**config.mk**
```make
export PLATFORM = sky130hd
export DESIGN_NAME = mem_d1_responder
export DESIGN_NICKNAME = d
export VERILOG_FILES = /design/src/rtl/mem_d1_responder.sv
export SDC_FILE = /design/constraint.sdc
export NUM_CORES = 1
export LEC_CHECK = 0
export ABC_AREA = 0
export CAP_MARGIN = 20
export CORE_MARGIN = 2
export CORE_UTILIZATION = 35
export DETAILED_ROUTE_END_ITERATION = 8
export GPL_ROUTABILITY_DRIVEN = 0
export PLACE_DENSITY = 0.52
export SLEW_MARGIN = 0
export SYNTH_ARGS = -nofsm -noshare
export SYNTH_HDL_FRONTEND = slang
export SYNTH_SLANG_ARGS = --single-unit
```
**constraint.sdc**
```tcl
create_clock -name clk -period 14.3 [get_ports clk]
set_input_delay 2.86 -clock clk [delete_from_list [all_inputs] [get_ports clk]]
set_output_delay 2.86 -clock clk [all_outputs]
set_load 0.02 [all_outputs]
```
**src/rtl/mem_d1_responder.sv**
```systemverilog
// mem_d1_responder: memory-side responder for the single-port d1 interface.
// Adds a programmable write-completion delay and a host load/dump port.
module mem_d1_responder #(
  parameter int WIDTH      = 32,
  parameter int SIZE       = 16,
  parameter int IDX_SIZE   = 4,
  parameter int WR_LATENCY = 1
) (
  input  logic                clk,
  input  logic                reset,
  input  logic [IDX_SIZE-1:0] addr0,
  input  logic [WIDTH-1:0]    write_data,
  input  logic                write_en,
  output logic [WIDTH-1:0]    read_data,
  output logic                done,
  output logic                busy,
  input  logic [IDX_SIZE-1:0] host_addr,
  input  logic [WIDTH-1:0]    host_wdata,
  input  logic                host_we,
  output logic [WIDTH-1:0]    host_rdata,
  output logic                oob_err
);

  typedef enum logic [1:0] {
    S_IDLE,
    S_WAIT,
    S_RESP
  } state_t;

  // One extra bit so SIZE == 2**IDX_SIZE is representable.
  localparam logic [IDX_SIZE:0] LP_SIZE = (IDX_SIZE+1)'(SIZE);
  localparam logic [3:0]        LP_CNT0 = 4'(WR_LATENCY - 1);
  localparam bit                LP_FAST = (WR_LATENCY <= 1);

  state_t              r_state;
  logic [3:0]          r_cnt;
  logic [IDX_SIZE-1:0] r_addr;
  logic [WIDTH-1:0]    r_data;
  logic                r_done;
  logic                r_busy;
  logic                r_oob;
  logic [WIDTH-1:0]    r_hrdata;
  logic [WIDTH-1:0]    r_mem [SIZE];

  logic                w_kin;
  logic                w_hin;
  logic                w_cin;
  logic                w_accept;
  logic                w_commit;
  logic [IDX_SIZE-1:0] w_caddr;
  logic [WIDTH-1:0]    w_cdata;

  assign w_kin = ({1'b0, addr0} < LP_SIZE);
  assign w_hin = ({1'b0, host_addr} < LP_SIZE);
  assign w_cin = ({1'b0, r_addr} < LP_SIZE);

  // A new kernel write is taken only when no earlier one is in flight.
  assign w_accept = !reset && write_en
                  && (LP_FAST || (r_state == S_IDLE));

  // Fast mode writes straight through; slow mode commits the captured
  // request on the edge where the countdown reaches 1.
  assign w_commit = LP_FAST
                  ? (!reset && write_en && w_kin)
                  : (!reset && (r_state == S_WAIT)
                     && (r_cnt == 4'd1) && w_cin);
  assign w_caddr  = LP_FAST ? addr0 : r_addr;
  assign w_cdata  = LP_FAST ? write_data : r_data;

  assign read_data  = w_kin ? r_mem[addr0] : '0;
  assign done       = r_done;
  assign busy       = r_busy;
  assign host_rdata = r_hrdata;
  assign oob_err    = r_oob;

  // Array update: kernel commit is written last so it wins a collision.
  always_ff @(posedge clk) begin
    if (host_we && w_hin) begin
      r_mem[host_addr] <= host_wdata;
    end
    if (w_commit) begin
      r_mem[w_caddr] <= w_cdata;
    end
  end

  // Host dump port: registered read of the pre-write contents.
  always_ff @(posedge clk) begin
    if (reset) begin
      r_hrdata <= '0;
    end else begin
      r_hrdata <= w_hin ? r_mem[host_addr] : '0;
    end
  end

  // Write-completion FSM with registered done/busy/oob outputs.
  always_ff @(posedge clk) begin
    if (reset) begin
      r_state <= S_IDLE;
      r_cnt   <= 4'd0;
      r_addr  <= '0;
      r_data  <= '0;
      r_done  <= 1'b0;
      r_busy  <= 1'b0;
      r_oob   <= 1'b0;
    end else begin
      if (w_accept && !w_kin) begin
        r_oob <= 1'b1;
      end
      if (LP_FAST) begin
        r_state <= S_IDLE;
        r_busy  <= 1'b0;
        r_done  <= write_en;
      end else begin
        unique case (r_state)
          S_IDLE: begin
            r_done <= 1'b0;
            if (write_en) begin
              r_addr  <= addr0;
              r_data  <= write_data;
              r_cnt   <= LP_CNT0;
              r_state <= S_WAIT;
              r_busy  <= 1'b1;
            end
          end
          S_WAIT: begin
            if (r_cnt == 4'd1) begin
              r_cnt   <= 4'd0;
              r_state <= S_RESP;
              r_done  <= 1'b1;
            end else begin
              r_cnt <= r_cnt - 4'd1;
            end
          end
          S_RESP: begin
            r_done  <= 1'b0;
            r_busy  <= 1'b0;
            r_state <= S_IDLE;
          end
          default: begin
            r_done  <= 1'b0;
            r_busy  <= 1'b0;
            r_state <= S_IDLE;
          end
        endcase
      end
    end
  end

endmodule

```
==> metrics.md <==
| Metric | Value |
|---|---|
| H-Tree Level Count | `3` |
| Hold buffers post-CTS | `0` |
| 1st-pass router iterations | `5` |
| Delay-heaviest family, CP | `buffers and inverters` |
| CTS tree | `yes` |
| DPL Wire Length | `57,500 um` |
| WS Path Type | `in2out` |
| Largest net degree at the start of global routing | `119` |
| Sinks on Clock Net | `545` |
| Die area | `89,500 um^2` |
| Slowest CP cell | `buf_4` |
| CTS Buffer Depth | `3` |
| Row count | `108` |
| Detail Route Antenna Nets | `0` |
| Finished Cell Area | `35,200 um^2` |
| Vias | `19,123` |
| Non-filler cells, final | `3,127` |
| Max-cap violations | `0` |
| Synth-to-layout area growth | `15.2%` |
| Port buffer count | `140` |
| Tcrit/Tclk final | `61.9%` |
| Number of global-route vias before repair | `20,194` |
| Yosys warns | `0` |
| Post-synth EDFFs | `512` |
| Setup crit start kind | `primary input` |
| Mapped Cells | `1,876` |
| Worst Tran Pin Value | `1.14 ns` |
| CP Max Fanout | `84` |
| Placed cells | `3,006` |
| Final nets | `1,996` |
| Worst vdd rail ir drop | `0.0000806 V` |
| Reg2reg setup slack | `12.81 ns` |
| Crit. path cell count | `6` |
| CP Data Arrival Time | `6.00 ns` |
| Placed cell area | `33,000 um^2` |
| Seq/Total Area, Yosys | `52.6%` |
| Mean Syn Cell Area | `16.3 um^2` |
| Starting Density | `35.2%` |
| Total power | `4.03 mW` |
| GR Overflow Total | `0` |
| Max-slew headroom | `23.8%` |
| FFs w/ async S/R, synth | `0%` |
| Initial antenna violation count | `2` |
| Vias per inst | `6.12` |
| Hold_ws | `0.733 ns` |
| Worst EP required | `11.44 ns` |
| Ys flop type | `edfxtp_1` |
| Clock Root Buffer | `clkbuf_16` |
| All-layer global routing usage | `24.0%` |
| Die span in y | `299 um` |
| Setup bufs post-CTS | `0` |
| Yosys cell types | `34` |
| DRC viols | `0` |
| Die W | `299 um` |
| Final setup fails | `0` |
| Yosys reg bits | `545` |
| Fin Setup TNS | `0 ns` |
| Worst hold path depth | `3` |
| RSZ-0062 raised after global routing | `false` |
| Register Area | `16,000 um^2` |
| IO Pins | `143` |
| Final hold vios | `0` |
| Post-Route WL | `108,000 um` |
| Iter 0 DRT Violations | `2,045` |
| Clk slew on worst S/H paths | `0.06 ns` |
| Synth area leaders | `edfxtp_1, mux2_2, mux4_2` |
| R2R Path Start | `r_mem[7][13]` |
| Pwr/cell area | `115 nW/um^2` |
| Share of layout cells above drive strength 1 | `48.7%` |
| Highest clock rate | `0.113 GHz` |
| Status | `finished clean` |
| Most common cell in the synthesized netlist | `mux2_2` |
| Cell Area, Synth | `30,500 um^2` |
| Worst r2r dst | `host_rdata[13]` |
| Average wire per standard cell | `34.7 um` |
| Min Tclk post-route | `8.86 ns` |
| Cell taking the most area after synthesis | `edfxtp_1` |
| Max-slew violation count | `0` |
| # fillers | `7,852` |
| Lkg Pwr | `11.5 nW` |
| CP peak stage delay | `0.85 ns` |
| Crit path capture type | `output pin` |
| Worst r2r path cells | `3` |
| Worst-Skew Late Latency | `0.60 ns` |
| HP Start | `r_mem[15][10]` |
| CTS buffer count | `67` |
| Area of the multi-input gates | `13,600 um^2` |
| Post-CTS Resized | `0` |
| Commonest cells in the netlist | `mux2_2, edfxtp_1, mux4_2` |
| Buf+Inv Stages, Crit Path | `3` |
| First-pass GRT wire length | `152,000 um` |
| Hold endpoint | `host_rdata[10]` |
| Top cell type's share of synthesized area | `50.4%` |
| Critical-path cell list | `buf_6 > buf_4 > mux4_2 > a22oi_1 > nand2_1 > clkdlybuf4s50_1` |
| Hold Crit Class | `reg2reg` |
| Clock Skews | `0.0197 ns` |
| Core ar. | `86,600 um^2` |
-- worst register-to-register path: stages, from the launching register on --
cell	delay, ns
edfxtp_1	0.39
mux4_2	0.48
a22oi_1	0.33
o31ai_1	0.15
-- state kept, by name (all words and copies together), names as in the netlist --
register	flops
r_mem	512
host_rdata	32
done	1
-- cell usage in the layout (no fill, tap or decap), types with 3 or more instances in the layout --
master           instances
clkinv_1                11
nand2_2                 13
o21bai_4                 4
dfxtp_1                 33
a22o_1                  32
bufinv_16                3
edfxtp_1               512
clkbuf_1                18
nand2_1                 33
o22ai_1                 32
mux2_2                 574
mux4_2                 192
mux2i_1                 64
nor2b_4                  6
clkdlybuf4s50_1        136
o21ai_4                 12
a22oi_1                 96
o31ai_1                 32
clkinv_2                 6
clkbuf_16               73
buf_4                   49
clkbuf_8                 7
-- cell families after synthesis --
family	count (synthesis)	share of synthesized area (%)
DFF	545	52.6
buffers and inverters	218	3.59
and+or+nand+nor	72	1.28
muxes	832	37.5
AOI/OAI and AO/OA	208	5.02
other	1	0.0123
-- power breakdown --
part / switching (mW) / internal [mW]
Clock: 0.681 / 1.02
Combinational: 0.273 / 0.228
Sequential: 0.0238 / 1.81
Total: 0.978 / 3.05
-- per-stage QoR --
step                util [%]  worst slack (ns)
finish                  40.6              5.44
global route            40.6              5.30
CTS                     40.6              5.46
detailed placement      38.1              5.47
global placement        38.0              5.47
floorplan                  -              7.18
-- how the worst max path moves through the flow --
stage,from,endpoint,slack [ns]
floorplan,addr0[0],read_data[10],7.18
global placement,addr0[0],read_data[31],5.47
detailed placement,addr0[0],read_data[31],5.47
CTS,addr0[0],read_data[31],5.46
global route,addr0[0],read_data[31],5.30
finish,addr0[1],read_data[17],5.44
-- cell type report --
type,instances,share of cell area (%)
clock buffer,98,5.66
multi-input combinational,1114,38.8
timing repair buffer,192,5.28
antenna,1,0.00712
clock inverter,22,0.505
sequential,545,45.6
tap,1155,4.11
-- layer usage --
| metal | track usage, % | vias to the layer above | routed length [um] |
|---|---|---|---|
| li1 | - | 7791 | - |
| met2 | 38.5 | 805 | 51300 |
| met4 | 8.45 | 2 | 3880 |
| met3 | 4.15 | 210 | 6700 |
| met1 | 32.8 | 10315 | 46500 |
| met5 | 0 | - | 13 |
No activity file was read; power rests on OpenSTA's default activity.
